[config.mk]
export PLATFORM = sky130hd
export DESIGN_NAME = wb_arbiter
export DESIGN_NICKNAME = d
export VERILOG_FILES = /design/src/rtl/wb_arbiter_pkg.sv /design/src/rtl/wb_fifo.sv /design/src/rtl/wb_arbiter.sv
export SDC_FILE = /design/constraint.sdc
export NUM_CORES = 1
export LEC_CHECK = 0
export BUFFER_PORTS_ARGS = -buffer_cell sky130_fd_sc_hd__buf_2
export CAP_MARGIN = 20
export CORE_MARGIN = 2
export CORE_UTILIZATION = 55
export DETAILED_ROUTE_END_ITERATION = 16
export PLACE_DENSITY_LB_ADDON = 0.12
export SYNTH_ARGS = -nofsm -noshare
export SYNTH_HDL_FRONTEND = slang
export SYNTH_SLANG_ARGS = --single-unit
[constraint.sdc]
create_clock -name clk -period 3.2 [get_ports clk]
set_input_delay 0.8 -clock clk [delete_from_list [all_inputs] [get_ports clk]]
set_output_delay 0.8 -clock clk [all_outputs]
set_load 0.02 [all_outputs]
[src/rtl/wb_arbiter_pkg.sv]
// Shared types and helpers for the register-file write-back path.
package wb_arbiter_pkg;

  localparam int WB_REG_W = 5;
  localparam int WB_DW    = 32;

  typedef logic [WB_REG_W-1:0] wb_reg_t;

  localparam wb_reg_t REG_ZERO = '0;

  typedef struct packed {
    wb_reg_t           wreg;
    logic [WB_DW-1:0]  data;
  } wb_entry_t;

  // Register 0 is hard-wired and indices past the implemented range have no storage.
  function automatic logic reg_writable(wb_reg_t r, int num_regs);
    return (r != REG_ZERO) && (int'(r) < num_regs);
  endfunction

endpackage

[src/rtl/wb_fifo.sv]
// Synchronous FIFO for write-back entries; exposes per-slot validity and register tags.
module wb_fifo
  import wb_arbiter_pkg::*;
#(
  parameter int  DEPTH = 4,
  parameter type T     = wb_entry_t
) (
  input  logic                         clk,
  input  logic                         rst,
  input  logic                         i_push,
  input  T                             i_din,
  input  logic                         i_pop,
  output T                             o_head,
  output logic                         o_full,
  output logic                         o_empty,
  output logic [DEPTH-1:0]             o_entry_valid,
  output wb_reg_t [DEPTH-1:0]          o_entry_reg
);

  localparam int AW = $clog2(DEPTH);

  logic [AW-1:0] r_wr_ptr;
  logic [AW-1:0] r_rd_ptr;
  logic [AW:0]   r_count;
  T              r_mem [DEPTH];

  logic w_push;
  logic w_pop;

  assign w_push = i_push & !o_full;
  assign w_pop  = i_pop & !o_empty;

  always_ff @(posedge clk or posedge rst) begin
    if (rst) begin
      r_wr_ptr <= '0;
      r_rd_ptr <= '0;
      r_count  <= '0;
    end else begin
      if (w_push) r_wr_ptr <= r_wr_ptr + 1'b1;
      if (w_pop)  r_rd_ptr <= r_rd_ptr + 1'b1;
      case ({w_push, w_pop})
        2'b10:   r_count <= r_count + 1'b1;
        2'b01:   r_count <= r_count - 1'b1;
        default: r_count <= r_count;
      endcase
    end
  end

  // NOTE: storage is not reset; slot validity comes from the pointers and count alone.
  always_ff @(posedge clk) begin
    if (w_push) r_mem[r_wr_ptr] <= i_din;
  end

  assign o_full  = (r_count == (AW+1)'(DEPTH));
  assign o_empty = (r_count == '0);
  assign o_head  = r_mem[r_rd_ptr];

  // A slot is live when its distance from the read pointer is below the fill count.
  always_comb begin
    for (int i = 0; i < DEPTH; i++) begin
      o_entry_valid[i] = {1'b0, AW'(i) - r_rd_ptr} < r_count;
      o_entry_reg[i]   = r_mem[i].wreg;
    end
  end

endmodule

[src/rtl/wb_arbiter.sv]
// Two-source round-robin write-back arbiter feeding the register file through a small FIFO.
module wb_arbiter
  import wb_arbiter_pkg::*;
#(
  parameter int DEPTH    = 4,
  parameter int NUM_REGS = 9,
  parameter int DW       = WB_DW
) (
  input  logic                 clk,
  input  logic                 rst,
  input  logic                 s0_valid,
  output logic                 s0_ready,
  input  logic [WB_REG_W-1:0]  s0_reg,
  input  logic [DW-1:0]        s0_data,
  input  logic                 s1_valid,
  output logic                 s1_ready,
  input  logic [WB_REG_W-1:0]  s1_reg,
  input  logic [DW-1:0]        s1_data,
  input  logic                 wb_stall,
  output logic                 write_back_en,
  output logic [WB_REG_W-1:0]  write_back_reg,
  output logic [DW-1:0]        write_back,
  output logic [NUM_REGS-1:0]  pending_mask
);

  typedef struct packed {
    wb_reg_t        wreg;
    logic [DW-1:0]  data;
  } entry_t;

  logic                 r_last_grant;
  logic                 w_grant;
  logic                 w_xfer;
  logic                 w_push;
  logic                 w_full;
  logic                 w_empty;
  entry_t               w_in;
  entry_t               w_head;
  logic [DEPTH-1:0]     w_entry_valid;
  wb_reg_t [DEPTH-1:0]  w_entry_reg;

  always_comb begin
    if (s0_valid && s1_valid) w_grant = ~r_last_grant;
    else if (s1_valid)        w_grant = 1'b1;
    else                      w_grant = 1'b0;
  end

  // No pass-through when full: a same-cycle pop does not open a slot for the sources.
  assign s0_ready = !rst & !w_grant & !w_full;
  assign s1_ready = !rst &  w_grant & !w_full;
  assign w_xfer   = (s0_valid & s0_ready) | (s1_valid & s1_ready);

  always_comb begin
    if (w_grant) w_in = '{wreg: s1_reg, data: s1_data};
    else         w_in = '{wreg: s0_reg, data: s0_data};
  end

  assign w_push = w_xfer & reg_writable(w_in.wreg, NUM_REGS);

  // Dropped writes still complete a handshake, so they still rotate priority.
  always_ff @(posedge clk or posedge rst) begin
    if (rst)         r_last_grant <= 1'b1;
    else if (w_xfer) r_last_grant <= w_grant;
  end

  wb_fifo #(
    .DEPTH (DEPTH),
    .T     (entry_t)
  ) u_fifo (
    .clk           (clk),
    .rst           (rst),
    .i_push        (w_push),
    .i_din         (w_in),
    .i_pop         (write_back_en),
    .o_head        (w_head),
    .o_full        (w_full),
    .o_empty       (w_empty),
    .o_entry_valid (w_entry_valid),
    .o_entry_reg   (w_entry_reg)
  );

  assign write_back_en  = !w_empty & !wb_stall;
  assign write_back_reg = w_empty ? '0 : w_head.wreg;
  assign write_back     = w_empty ? '0 : w_head.data;

  always_comb begin
    pending_mask = '0;
    for (int i = 0; i < DEPTH; i++) begin
      for (int r = 0; r < NUM_REGS; r++) begin
        if (w_entry_valid[i] && (w_entry_reg[i] == WB_REG_W'(r))) pending_mask[r] = 1'b1;
      end
    end
  end

endmodule

==> results of run 1 <==
## worst max-delay path: stages, from the launching register on
cell	delay, ns
dfrtp_2	0.45
xnor2_4	0.21
inv_2	0.07
ha_4	0.27
a21oi_4	0.06
o21ai_4	0.22
nor4_1	0.08
or3_1	0.39
buf_6	0.14
## final cells by class
class,instances,area (sq um),share of cell area
clock inverters,9,55.1,0.00627
multi-input cells,231,2420,0.276
clock buffers,23,522,0.0594
well taps,172,215,0.0245
inverters,11,46.3,0.00527
repair buffers,152,876,0.0997
flip-flops and latches,156,4650,0.529
## state kept, by name, summed over array words and instances, names as in the netlist
register and count:
r_last_grant 1, u_fifo.r_count 3, u_fifo.r_mem 148, u_fifo.r_rd_ptr 2
u_fifo.r_wr_ptr 2
## how the worst max path moves through the flow
stage                                   from                 end  slack, ns  cells after the start
after global placement              s0_valid   u_fifo.r_count[2]       0.20                     13
after detailed placement            s0_valid   u_fifo.r_count[2]       0.13                     13
after CTS                 u_fifo.r_rd_ptr[1]     pending_mask[4]       0.03                      7
final                     u_fifo.r_rd_ptr[1]     pending_mask[2]        0.1                      8
after global routing      u_fifo.r_rd_ptr[1]     pending_mask[4]      -0.01                      7
after floorplan                     s1_valid  u_fifo.r_mem[2][0]       0.08                      6
## routing by layer
layer  vias to the layer above  global-route usage  part of all wire
met3                        27              0.0518             0.050
met5                         -                   0                 0
met2                       155               0.384              0.51
li1                       1945                   -                 -
met4                         0              0.0919             0.021
met1                      2105               0.290              0.42
## what timing repair did
item / in CTS / in global routing
pin swaps: 1 / 7
gates resized for setup: 4 / 19
buffers inserted: 3 / 3
setup endpoints to repair: 6 / 5
## cells in the final DEF (no fill, tap or decap), types with 3 or more instances in the layout
master       n
xor2_1       3
buf_2      124
buf_4       23
nand4b_1     3
edfxtp_1   148
nand2_1     10
ha_1         6
dfrtp_1      5
buf_12       3
o22ai_1      4
nand3_1      6
mux2_2      36
nor3_1       4
nand3b_1     5
xnor2_1      4
clkinv_4     3
inv_1        9
clkinv_2     5
nand4_1      4
clkbuf_16   20
nor2_1      16
mux4_2      37
nor2b_1     40
ha_4         3
and2_2       4
## power by group
| group | switching, mW | internal [mW] |
|---|---|---|
| clock network | 0.749 | 1.15 |
| registers | 0.124 | 2.45 |
| logic | 1.63 | 1.37 |
## kinds of logic (layout without fill, tap and decap cells)
family | count (synthesis) | after routing | synth area share
AO/OA/AOI/OAI | 25 | 25 | 0.0249
XOR/XNOR | 8 | 8 | 0.00989
adder cells (fa/ha/maj) | 10 | 10 | 0.0187
buffers and inverters | 30 | 195 | 0.0184
flip-flops | 156 | 156 | 0.655
multiplexers | 77 | 77 | 0.182
AND/OR/NAND/NOR | 111 | 111 | 0.0909
==> impl_metrics.ini, run 1 <==
[synthesis]
yosysMostFrequentCell = edfxtp_1
synth_top_area_cell = edfxtp_1
synth_nets = 506
synth_edf_count = 148
syn_inst = 417
yosysTopAreaCellShare = 0.627
syn_area_sq_um = 7090
synth_seq_area_share = 0.655
async_reset_ff_frac = 0.0513
avgSynthCellArea_sq_um = 17.0
synth-main-ff-cell = edfxtp_1
synth_area_leaders = edfxtp_1 63%, mux4_2 12%, mux2_2 5.7%, nor2b_1 3.7%, dfrtp_1 2.5%
ys_types = 49
ys_warn_count = 0
ys_ff_latch = 156
synth_common_cells = 148 x edfxtp_1, 42 x nor2b_1, 37 x mux4_2

[floorplanning]
die_height_microns = 118
core-area_sq_um = 12600
dieWidth_microns = 118
dieArea_sq_um = 13800
io_pins = 128
start_util = 0.562
num_rows = 41

[final_layout]
nets = 658
final_cells = 754
fillers = 866
fin_area_sq_um = 8790
area_growth_pct = 24.0
drive_above_1_share = 0.483
diodes = 0
final_core_util = 0.696

[placement]
port_buffers = 127
preCtsSetupSlack_ns = 0.131
place_area_sq_um = 8050
dp_hpwl_mm = 10.2
dpl.cell_count = 716
place_congestion = 0.865

[timing]
rsz0062_at_grt = true
worst_slack_ns = 0.0955
finalMaxSlewViolations = 0
tightestPinTransition_ns = 0.465
hold_ws_ns = 0.347
finalSetupViolCount = 0
fin_tns_setup_ns = 0
slew_headroom = 0.690
layout_min_cycle_time_ns = 3.10
max_freq_mhz = 322
finalHoldViolCount = 0
min_period_over_period = 0.970
finClkSkew_ns = 0.00849

[cts]
cts_made_buffers = 17
cts_num_sinks = 156
clkLatencyLatePin_ns = 0.41
hold_buffers = 0
cts_root_buffer = clkbuf_16
clock_path_buffers = 2
cts_tree = built
clk_pin_slew_ns = 0.06
cts_max_level = 4

[power]
total_power_mw = 7.47
ir_drop_v = 0.000592
power.density_nw_per_um2 = 850
p_leak_nw = 3.26

[critical_path]
critPathLaunchType = flop
r2r_end = u_fifo.r_count[2]
worstReg2RegStart = r_last_grant
end_kind = output pin
path_class = reg2out
rrSetupSlack_ns = 0.70
critPathArrivalTime_ns = 2.30
worst-path-max-fanout = 4
required_ns = 2.40
reg2reg_depth = 11

[job]
maxCapViolCount = 0

[global_routing]
overflow = 0
track_usage = 0.228
grt_max_degree = 35
grt_pass1_wl_mm = 23.7
grt_pass1_vias = 4470
antenna_found_initial = 0

[status]
outcome = complete, no violations

[route]
drt_iter0_drc = 349
antenna_left = 0
avgViaCountPerCell = 5.61
drc = 0
wl_mm = 14.9
dr.pass1.iters = 4
via_count = 4232
wl_per_cell_microns = 19.7

[hold_path]
hold_path_class = in2async
No activity file was read; power rests on OpenSTA's default activity.
==> inputs of run 2 (changes only) <==
Settings changed: CORE_UTILIZATION 55 to 50.
==> run 2 against run 1 <==
- final cell count up 0.27%
- register-to-register slack barely moved
- clock power grew 5%
- count of clock-buffer cells in the layout is the same
- cell area decreased by 0.43%
- sequential share of layout area is 0.23 points higher
- sequential power about the same
- sequential cell count unchanged
- worst hold slack got worse by 0.0052 ns
- routed wire length decreased by 4.9%
- setup slack worse by 0.078 ns
- largest cell class unchanged
- highest routed layer unchanged
==> impl_metrics.ini, run 2 (same netlist as run 1, synthesis figures left out) <==
[floorplanning]
dieWidth_microns = 123
dieArea_sq_um = 15100
start_util = 0.511
io_pins = 128
die_height_microns = 123
num_rows = 43
core-area_sq_um = 13900

[final_layout]
diodes = 0
drive_above_1_share = 0.465
final_cell_mix = 148 x edfxtp_1, 124 x buf_2, 40 x nor2b_1, 37 x mux4_2, 36 x mux2_2
fin_area_sq_um = 8750
final_common_cell = edfxtp_1
nets = 652
top_register = u_fifo.r_mem
largest_reg_flops = 148
area_growth_pct = 23.4
reg_top3 = u_fifo.r_mem: 148 flops, u_fifo.r_count: 3 flops

[placement]
port_buffers = 127
dp_hpwl_mm = 9.63
place_area_sq_um = 8070
place_congestion = 0.985

[power]
p_leak_nw = 3.23
power.density_nw_per_um2 = 845
ir_drop_v = 0.000393

[job]
maxCapViolCount = 0

[critical_path]
critPathMaxStageDelay_ns = 0.50
path_class = reg2out
required_ns = 2.40
cp_slowest_cell = or4b_1
end_kind = output pin
worst-path-max-fanout = 5
critPathLaunchType = flop
worstPathCellList = xnor2_2 -> ha_1 -> a21oi_4 -> o21ai_2 -> or4b_1 -> nand4_1 -> buf_4
critPathArrivalTime_ns = 2.38
rrSetupSlack_ns = 0.70

[status]
outcome = complete, no violations

[timing]
layout_min_cycle_time_ns = 3.18
finalHoldViolCount = 0
finClkSkew_ns = 0.00893
hold_ws_ns = 0.342
finalMaxSlewViolations = 0
slew_headroom = 0.620
tightestPinTransition_ns = 0.571
rsz0062_at_grt = true
max_freq_mhz = 314
min_period_over_period = 0.995
finalSetupViolCount = 0

[cts]
clk_pin_slew_ns = 0.06
cts_root_buffer = clkbuf_16
cts_num_sinks = 156
cts_tree = built
cts_made_buffers = 17
cts_max_level = 4
clock_path_buffers = 2
clkLatencyLatePin_ns = 0.41

[global_routing]
grt_pass1_wl_mm = 21.9
overflow = 0
grt_pass1_vias = 4192
track_usage = 0.198
antenna_found_initial = 0
grt_max_degree = 39

[route]
via_count = 4160
wl_per_cell_microns = 18.7
wl_mm = 14.1
antenna_left = 0
dr.pass1.iters = 5
avgViaCountPerCell = 5.50
drt_iter0_drc = 314
drc = 0

[hold_path]
hold_path_class = in2async
run 2: layer usage:
layer	wire length [microns]	vias to the layer above	track usage
met5	0	-	0
met2	7090	152	0.325
li1	-	1926	-
met3	895	15	0.0447
met1	5980	2067	0.266
met4	152	0	0.0632
run 2: where the power goes:
group / internal, mW / leakage (nW) / switching [mW]
Combinational: 1.25 / 1.52 / 1.57
Clock: 1.30 / 0.282 / 0.707
Sequential: 2.45 / 1.42 / 0.120
run 2: through the flow:
stage | TNS, ns | setup WS (ns) | total power [mW] | instances | utilization
after floorplan | 0 | 0.0827 | 4.49 | 417 | -
after global placement | 0 | 0.213 | 5.26 | 722 | 0.581
after detailed placement | 0 | 0.175 | 5.31 | 722 | 0.581
after CTS | -0.0200 | -0.0133 | 7.38 | 754 | 0.626
after global routing | -0.158 | -0.0711 | 7.78 | 756 | 0.630
final | 0 | 0.0174 | 7.39 | 756 | 0.630
run 2: worst paths after layout:
kind / cells past startpoint / startpoint / endpoint
worst max register to register: 9 / u_fifo.r_count[2] / u_fifo.r_count[2]
worst min-delay path: 2 / rst / u_fifo.r_count[2]
max in group asynchronous: 2 / rst / r_last_grant
worst min register to register: 2 / r_last_grant / r_last_grant
min in group clk: 2 / r_last_grant / r_last_grant
worst max-delay path: 7 / u_fifo.r_rd_ptr[1] / pending_mask[4]
run 2: what timing repair did:
item,CTS,global route
buffers inserted,0,2
gates resized for setup,8,11
pin swaps,1,5
hold buffers,0,0
cloned,0,0
setup endpoints to repair,4,9
run 2: layout make-up:
| type | count | area [sq um] |
|---|---|---|
| fillers | 998 | 5130 |
| flip-flops and latches | 156 | 4650 |
| multi-input cells | 231 | 2390 |
| repair buffers | 146 | 856 |
| clock buffers | 23 | 448 |
| well taps | 180 | 225 |
| clock inverters | 9 | 144 |
| inverters | 11 | 41.3 |
run 2: worst max-delay path, delay by kind of cell (launching register included):
| family | cells | cell delay [ns] |
|---|---|---|
| DFF | 1 | 0.43 |
| xor gates and xnor gates | 1 | 0.19 |
| and+or+nand+nor | 2 | 0.61 |
| buffers and inverters | 1 | 0.14 |
| adders and majority gates | 1 | 0.28 |
| AOI/OAI and AO/OA | 2 | 0.31 |
